--- src/rtl/bh1750_sequencer_pkg.sv ---
// Shared definitions for the BH1750FVI ambient-light sensor sequencer:
// command bytes, state encoding and default timing at a 12 MHz clock.
package bh1750_sequencer_pkg;

    localparam logic [7:0] CMD_PWRON  = 8'h01;
    localparam logic [7:0] CMD_RESET  = 8'h07;
    localparam logic [7:0] CMD_CHRES  = 8'h10;
    localparam logic [7:0] CMD_OTHRES = 8'h20;

    localparam int DEF_PWRUP_CYC = 12000;
    localparam int DEF_MEAS_CYC  = 2160000;
    localparam int DEF_RETRY_CYC = 120000;

    typedef enum logic [3:0] {
        PWR_WAIT  = 4'd0,
        S_PWRON   = 4'd1,
        S_RESET   = 4'd2,
        IDLE      = 4'd3,
        S_MODE    = 4'd4,
        WAIT_MEAS = 4'd5,
        S_READ    = 4'd6,
        BACKOFF   = 4'd7
    } state_t;

    function automatic int max3(input int a, input int b, input int c);
        int m;
        m = (a > b) ? a : b;
        return (m > c) ? m : c;
    endfunction

endpackage

--- src/rtl/bh1750_sequencer.sv ---
// BH1750FVI sequencer: power-up, POWER_ON/RESET/mode commands, measurement
// wait and 2-byte result read through an external byte-level I2C master.
//
// state     | meaning
// PWR_WAIT  | post-reset settle before the first command
// S_PWRON   | writing POWER_ON (0x01)
// S_RESET   | writing RESET (0x07)
// IDLE      | sensor configured, waiting for continuous mode or a start
// S_MODE    | writing 0x10 (continuous H-res) or 0x20 (one-time H-res)
// WAIT_MEAS | waiting out the conversion time
// S_READ    | reading the 16-bit result
// BACKOFF   | pause after a NACK before restarting at POWER_ON
module bh1750_sequencer
    import bh1750_sequencer_pkg::*;
#(
    parameter logic [6:0] DEV_ADDR  = 7'h23,
    parameter int         PWRUP_CYC = DEF_PWRUP_CYC,
    parameter int         MEAS_CYC  = DEF_MEAS_CYC,
    parameter int         RETRY_CYC = DEF_RETRY_CYC
) (
    input  logic        clk_in,
    input  logic        rst_in,
    input  logic        cont_mode,
    input  logic        start,
    output logic        i2c_req,
    output logic        i2c_rd,
    output logic [6:0]  i2c_addr,
    output logic [7:0]  i2c_wdata,
    input  logic        i2c_done,
    input  logic        i2c_nack,
    input  logic [15:0] i2c_rdata,
    output logic [15:0] lux_raw,
    output logic        lux_valid,
    output logic        busy,
    output logic        err
);

    localparam int CNT_LOG = $clog2(max3(PWRUP_CYC, MEAS_CYC, RETRY_CYC));
    localparam int CNT_W   = (CNT_LOG > 0) ? CNT_LOG : 1;

    localparam logic [CNT_W-1:0] PWRUP_TC = CNT_W'(PWRUP_CYC - 1);
    localparam logic [CNT_W-1:0] MEAS_TC  = CNT_W'(MEAS_CYC - 1);
    localparam logic [CNT_W-1:0] RETRY_TC = CNT_W'(RETRY_CYC - 1);

    state_t           state;
    logic [CNT_W-1:0] cnt;
    logic             mode_cont;   // mode actually programmed into the sensor
    logic             powered;     // sensor is awake and accepts a mode command
    logic             shot_pend;   // single-shot start accepted, not yet sent

    assign i2c_addr = DEV_ADDR;

    task automatic go(input state_t nxt);
        state <= nxt;
        cnt   <= '0;
        busy  <= (nxt != IDLE);
    endtask

    task automatic go_cmd(input state_t nxt, input logic rd, input logic [7:0] byte_val);
        go(nxt);
        i2c_rd    <= rd;
        i2c_wdata <= byte_val;
    endtask

    always_ff @(posedge clk_in or posedge rst_in) begin
        if (rst_in) begin
            state     <= PWR_WAIT;
            cnt       <= '0;
            i2c_req   <= 1'b0;
            i2c_rd    <= 1'b0;
            i2c_wdata <= 8'h00;
            lux_raw   <= 16'h0000;
            lux_valid <= 1'b0;
            busy      <= 1'b0;
            err       <= 1'b0;
            mode_cont <= 1'b0;
            powered   <= 1'b0;
            shot_pend <= 1'b0;
        end else begin
            cnt       <= cnt + 1'b1;
            lux_valid <= 1'b0;
            busy      <= (state != IDLE);

            case (state)
                PWR_WAIT: begin
                    if (cnt == PWRUP_TC)
                        go_cmd(S_PWRON, 1'b0, CMD_PWRON);
                end

                S_PWRON, S_RESET, S_MODE, S_READ: begin
                    // Request rises one cycle after entry so it always drops
                    // for at least a cycle between back-to-back transactions.
                    if (i2c_req && i2c_done) begin
                        i2c_req <= 1'b0;
                        if (i2c_nack) begin
                            err     <= 1'b1;
                            powered <= 1'b0;
                            go(BACKOFF);
                        end else begin
                            case (state)
                                S_PWRON: go_cmd(S_RESET, 1'b0, CMD_RESET);
                                S_RESET: begin
                                    powered <= 1'b1;
                                    go(IDLE);
                                end
                                S_MODE:  go(WAIT_MEAS);
                                default: begin
                                    lux_raw   <= i2c_rdata;
                                    lux_valid <= 1'b1;
                                    err       <= 1'b0;
                                    if (mode_cont && cont_mode) begin
                                        go(WAIT_MEAS);
                                    end else begin
                                        // one-time mode powers the sensor down
                                        powered <= mode_cont;
                                        go(IDLE);
                                    end
                                end
                            endcase
                        end
                    end else if (!i2c_req && cnt == '0) begin
                        i2c_req <= 1'b1;
                    end
                end

                IDLE: begin
                    if (cont_mode || start || shot_pend) begin
                        if (powered) begin
                            mode_cont <= cont_mode;
                            shot_pend <= 1'b0;
                            go_cmd(S_MODE, 1'b0, cont_mode ? CMD_CHRES : CMD_OTHRES);
                        end else begin
                            shot_pend <= ~cont_mode;
                            go_cmd(S_PWRON, 1'b0, CMD_PWRON);
                        end
                    end
                end

                WAIT_MEAS: begin
                    if (cnt == MEAS_TC)
                        go_cmd(S_READ, 1'b1, 8'h00);
                end

                BACKOFF: begin
                    if (cnt == RETRY_TC)
                        go_cmd(S_PWRON, 1'b0, CMD_PWRON);
                end

                default: go(PWR_WAIT);
            endcase
        end
    end

endmodule

--- config.mk ---
export PLATFORM = sky130hd
export DESIGN_NAME = bh1750_sequencer
export DESIGN_NICKNAME = d
export VERILOG_FILES = /design/src/rtl/bh1750_sequencer_pkg.sv /design/src/rtl/bh1750_sequencer.sv
export SDC_FILE = /design/constraint.sdc
export NUM_CORES = 1
export LEC_CHECK = 0
export ABC_AREA = 0
export CELL_PAD_IN_SITES_DETAIL_PLACEMENT = 0
export CELL_PAD_IN_SITES_GLOBAL_PLACEMENT = 1
export CORE_AREA = 2 2 84 102
export DETAILED_ROUTE_END_ITERATION = 16
export DIE_AREA = 0 0 86 104
export PLACE_DENSITY = 0.71
export SETUP_SLACK_MARGIN = 0.1
export SLEW_MARGIN = 20
export SYNTH_ARGS = -nofsm -noshare
export SYNTH_HDL_FRONTEND = slang
export SYNTH_SLANG_ARGS = --single-unit
--- constraint.sdc ---
create_clock -name clk_in -period 2.2 [get_ports clk_in]
set_clock_uncertainty 0.1 [all_clocks]
set_input_delay 0.22 -clock clk_in [delete_from_list [all_inputs] [get_ports clk_in]]
set_output_delay 0.22 -clock clk_in [all_outputs]
set_load 0.01 [all_outputs]
==> results.txt <==
- The flow ran to the end, but the final reports show violations.
- Violated checks: negative setup slack
- Die area: 0.00894 sq mm
* Tightest Hold Check Type: input pin to asynchronous set/reset pin
* Antenna violations before repair: 0
- Power spread over the standard cell area amounts to around 1100 mW/mm^2.
- Synth Area per Inst: a little over 10 sq um
* Cell leakage power: around 1.7 nW
- Setup violations remaining at the end of the flow were counted as 26.
- Critical Path Sink Type: flop
- DRC errors left: 0
* Final Hold Vio Count: 0
- Fraction of the yosys area taken by sequential cells: 0.484
* Area fraction in compound gates after synthesis: 0.0718
* Vias: 2270
* Fill cell instance count of the final layout: roughly 740
- Worst setup slack after placement: -76.8 ps
* Worst reg-to-reg path cell count: 6
- Global routing finished with a remaining overflow of 0.
* Flop-to-flop setup slack: -80 ps
- Area leader, netlist: dfrtp_1
- Relative to the synthesized area, the layout overhead comes to 43.5%.
* Register area: about 0.0013 sq mm
* Worst slack on hold paths: 157 ps
- Cell types with the largest area share after synthesis: dfrtp_1 (48%), mux2_2 (7.0%), nor2_1 (4.1%)
- Latest clock arrival within the worst-skew pair: 310 ps
- First-pass GRT wire length: approximately 12000 um
* Largest fanout on the critical path: 4
* Kind of critical path: flop to flop
* Post-detailed-route via-to-cell ratio: 4.97
- CP arrival: approximately 2400 ps
- Buffers inserted during clock tree synthesis total 5.
- In the final layout, the multi-input gates occupy 0.00141 sq mm.
- Across all setup checks in the final design, the least slack found is -80.3 ps.
* Main combinational cell family by area after synthesis: simple AND/OR/NAND/NOR gates
* Clock tree from TritonCTS: yes
- Measured against the total synthesized area, the mux share comes to 0.0896.
* Length of the first detailed-routing pass in iterations: 4
- STA classifies the critical path startpoint as a flop.
- Final Non-Filler Cells: approximately 460
* Simple logic cell fraction of the synthesized area: 0.213
- Share of synthesized flip-flops with an asynchronous set or reset: 1.00
- # Max-Cap Violations: 0
- Max Buffers Root-to-Sink: 2
- Among the stages of the critical path, the cell type that occurs most often is nor4_4.
* Post-synthesis xor/xnor area fraction: 0.0672
- Flip-flop and latch count after synthesis: 53
* Io pins: 58
- The slowest stage of the critical path is the or4_4 cell.
- Area of all placed cells without fillers: around 0.0039 sq mm
- Total power after layout: between 4 and 5 mW
- Number of distinct library cells after synthesis: 46
* Drt first-iter violations: ~150
- Synthesized-area fraction occupied by adder cells: 0.00914
- VDD sags by at most approximately 0.45 mV.
- Final Max Slew Viols: 0
- For this run, the total global-route usage over all layers was measured as 0.165.
- CTS clk-pin slew, worst paths: 120 ps
* Share of final-layout standard cells stronger than drive strength 1: 0.307
- For this run, the slowest stage of the critical path takes between 500 and 600 ps.
- Clock period minus worst slack: ~2300 ps
- Die outline height: 104 um
* Post-Synthesis Cells: between 200 and 300
- The number of global-route vias before repair is 2412.
* Placed cell areas: 0.00363 sq mm
* Top_reg_cell synth: dfrtp_1
- Post-Route WL: roughly 6800 um
* Die width: 86 um
- Detailed placement finished with a half-perimeter wire length of around 4900 um.
* CTS root buf: clkbuf_8
* Post-synthesis cell area: ~0.0027 sq mm
- Total Neg Setup Slack: -871 ps
- In the final design database the tool counted 385 nets.
* Series of cell instances along the critical path: or4_4 -> nor4_4 -> a31oi_4 -> nor4_4 -> buf_4 -> mux2_4
- Fin crit share: 1.04
* IO buf count: 47
- Required time at the endpoint of the critical path: approximately 2300 ps
- Entering global routing, the biggest net connects between 50 and 60 pins.
* Post-cts hold buffer count: 0
- The repair_antennas step left the layout with diodes totalling 0.
- Number of warnings issued by yosys: 0
* Gpl congestion: between 0.7 and 0.8
- The initial utilization of the core area, before any placement, comes to 0.343.
* Wire per inst: ~15 um
* Number of synthesized flops with an enable pin: 0
- CTS H-tree lvls: 2
* Clock sink count: 53
- Unrepaired setup endpoints after global routing: true
- The share of synthesized area in the top cell type comes to 0.484.
- Area of the core: 0.00797 sq mm
- In this run, placement finished with an instance count of 439.
* Max Clock Freq: approximately 0.44 GHz
- After floorplanning, the core was divided into 36 placement rows.
- Antenna Violating Nets Remaining: 0
* Final Util: 0.493
-- power by group --
group	switching (mW)	total, mW	internal, mW
Combinational	1.10	2.41	1.31
Sequential	0.162	1.36	1.20
Clock	0.366	0.605	0.239
Total	1.63	4.38	2.75
-- layout by cell type (no fill, tap or decap), types with 3 or more instances in the layout --
master	netlist	layout
clkdlybuf4s50_1	0	47
nor3_1	7	5
nand3_1	10	10
nor4_4	2	4
buf_12	0	3
nand2_1	19	19
mux2_2	17	17
and4_1	4	4
a22o_1	3	3
clkbuf_8	0	5
nand4_1	9	9
dfrtp_1	53	53
and3_1	6	6
xor2_1	12	12
xnor2_1	9	9
or4_4	0	3
conb_1	2	10
a21oi_1	3	3
o21ai_0	7	6
nor2_2	0	6
nor4_1	3	3
nor2_1	30	22
buf_4	11	51
inv_1	8	7
-- cell usage after synthesis (all sizes together), types with 4 or more instances --
master  count
nand2      19
nor3        7
nor4        7
dfrtp      53
xnor2       9
nor2       30
xor2       12
and3        6
o21ai       7
nand3      10
and4        4
a31oi       5
mux2       20
buf        16
inv         8
clkbuf      9
nand4       9
-- registers in the layout, indices dropped and copies added, names as in the netlist --
register	count
cnt	22
lux_raw	16
i2c_wdata	4
state	3
busy	1
err	1
i2c_rd	1
i2c_req	1
lux_valid	1
mode_cont	1
powered	1
shot_pend	1
-- critical path: cells and delay by family, from the launching register on --
family,cells,cell delay (ps)
muxes,1,300
buffers and inverters,1,180
AOI/OAI and AO/OA,1,160
and+or+nand+nor,3,1030
DFF,1,390
-- worst paths after layout --
kind                          startpoint            to
max                              cnt[15]  i2c_wdata[0]
min                               rst_in    lux_raw[0]
max reg2reg                      cnt[15]  i2c_wdata[0]
min reg2reg                          err           err
max in group asynchronous         rst_in       cnt[18]
min in group clk_in        i2c_rdata[10]   lux_raw[10]
-- repair_timing --
action                     4_1_cts  5_1_grt
gates resized for setup         17       13
setup buffers                    4        6
pin swaps                        8        2
gates cloned                     1        0
setup endpoints to repair       29       30
-- layout make-up --
cell class	instances	share of cell area
timing repair buffer	104	0.242
multi-input combinational	189	0.358
clock inverter	3	0.00732
clock buffer	5	0.0175
tap	95	0.0303
sequential	53	0.338
inverter	8	0.00764
-- layer usage --
layer | routed length [um] | vias to the layer above | share of wire | GRT usage
li1 | - | 1103 | - | -
met1 | 2980 | 1119 | 0.44 | 0.218
met3 | 166 | 6 | 0.024 | 0.0206
met4 | 106 | 0 | 0.016 | 0.0624
met5 | 0 | - | 0 | 0
met2 | 3530 | 42 | 0.52 | 0.272
-- cell families (layout without fill, tap and decap cells) --
| group | count (synthesis) | after routing |
|---|---|---|
| buffers and inverters | 33 | 120 |
| other | 2 | 10 |
| AND/OR/NAND/NOR | 106 | 106 |
| flip-flops | 53 | 53 |
| multiplexers | 22 | 22 |
| AO/OA/AOI/OAI | 28 | 28 |
| XOR/XNOR | 21 | 21 |
| adder cells (fa/ha/maj) | 2 | 2 |
(Power assumes the default switching activity.)
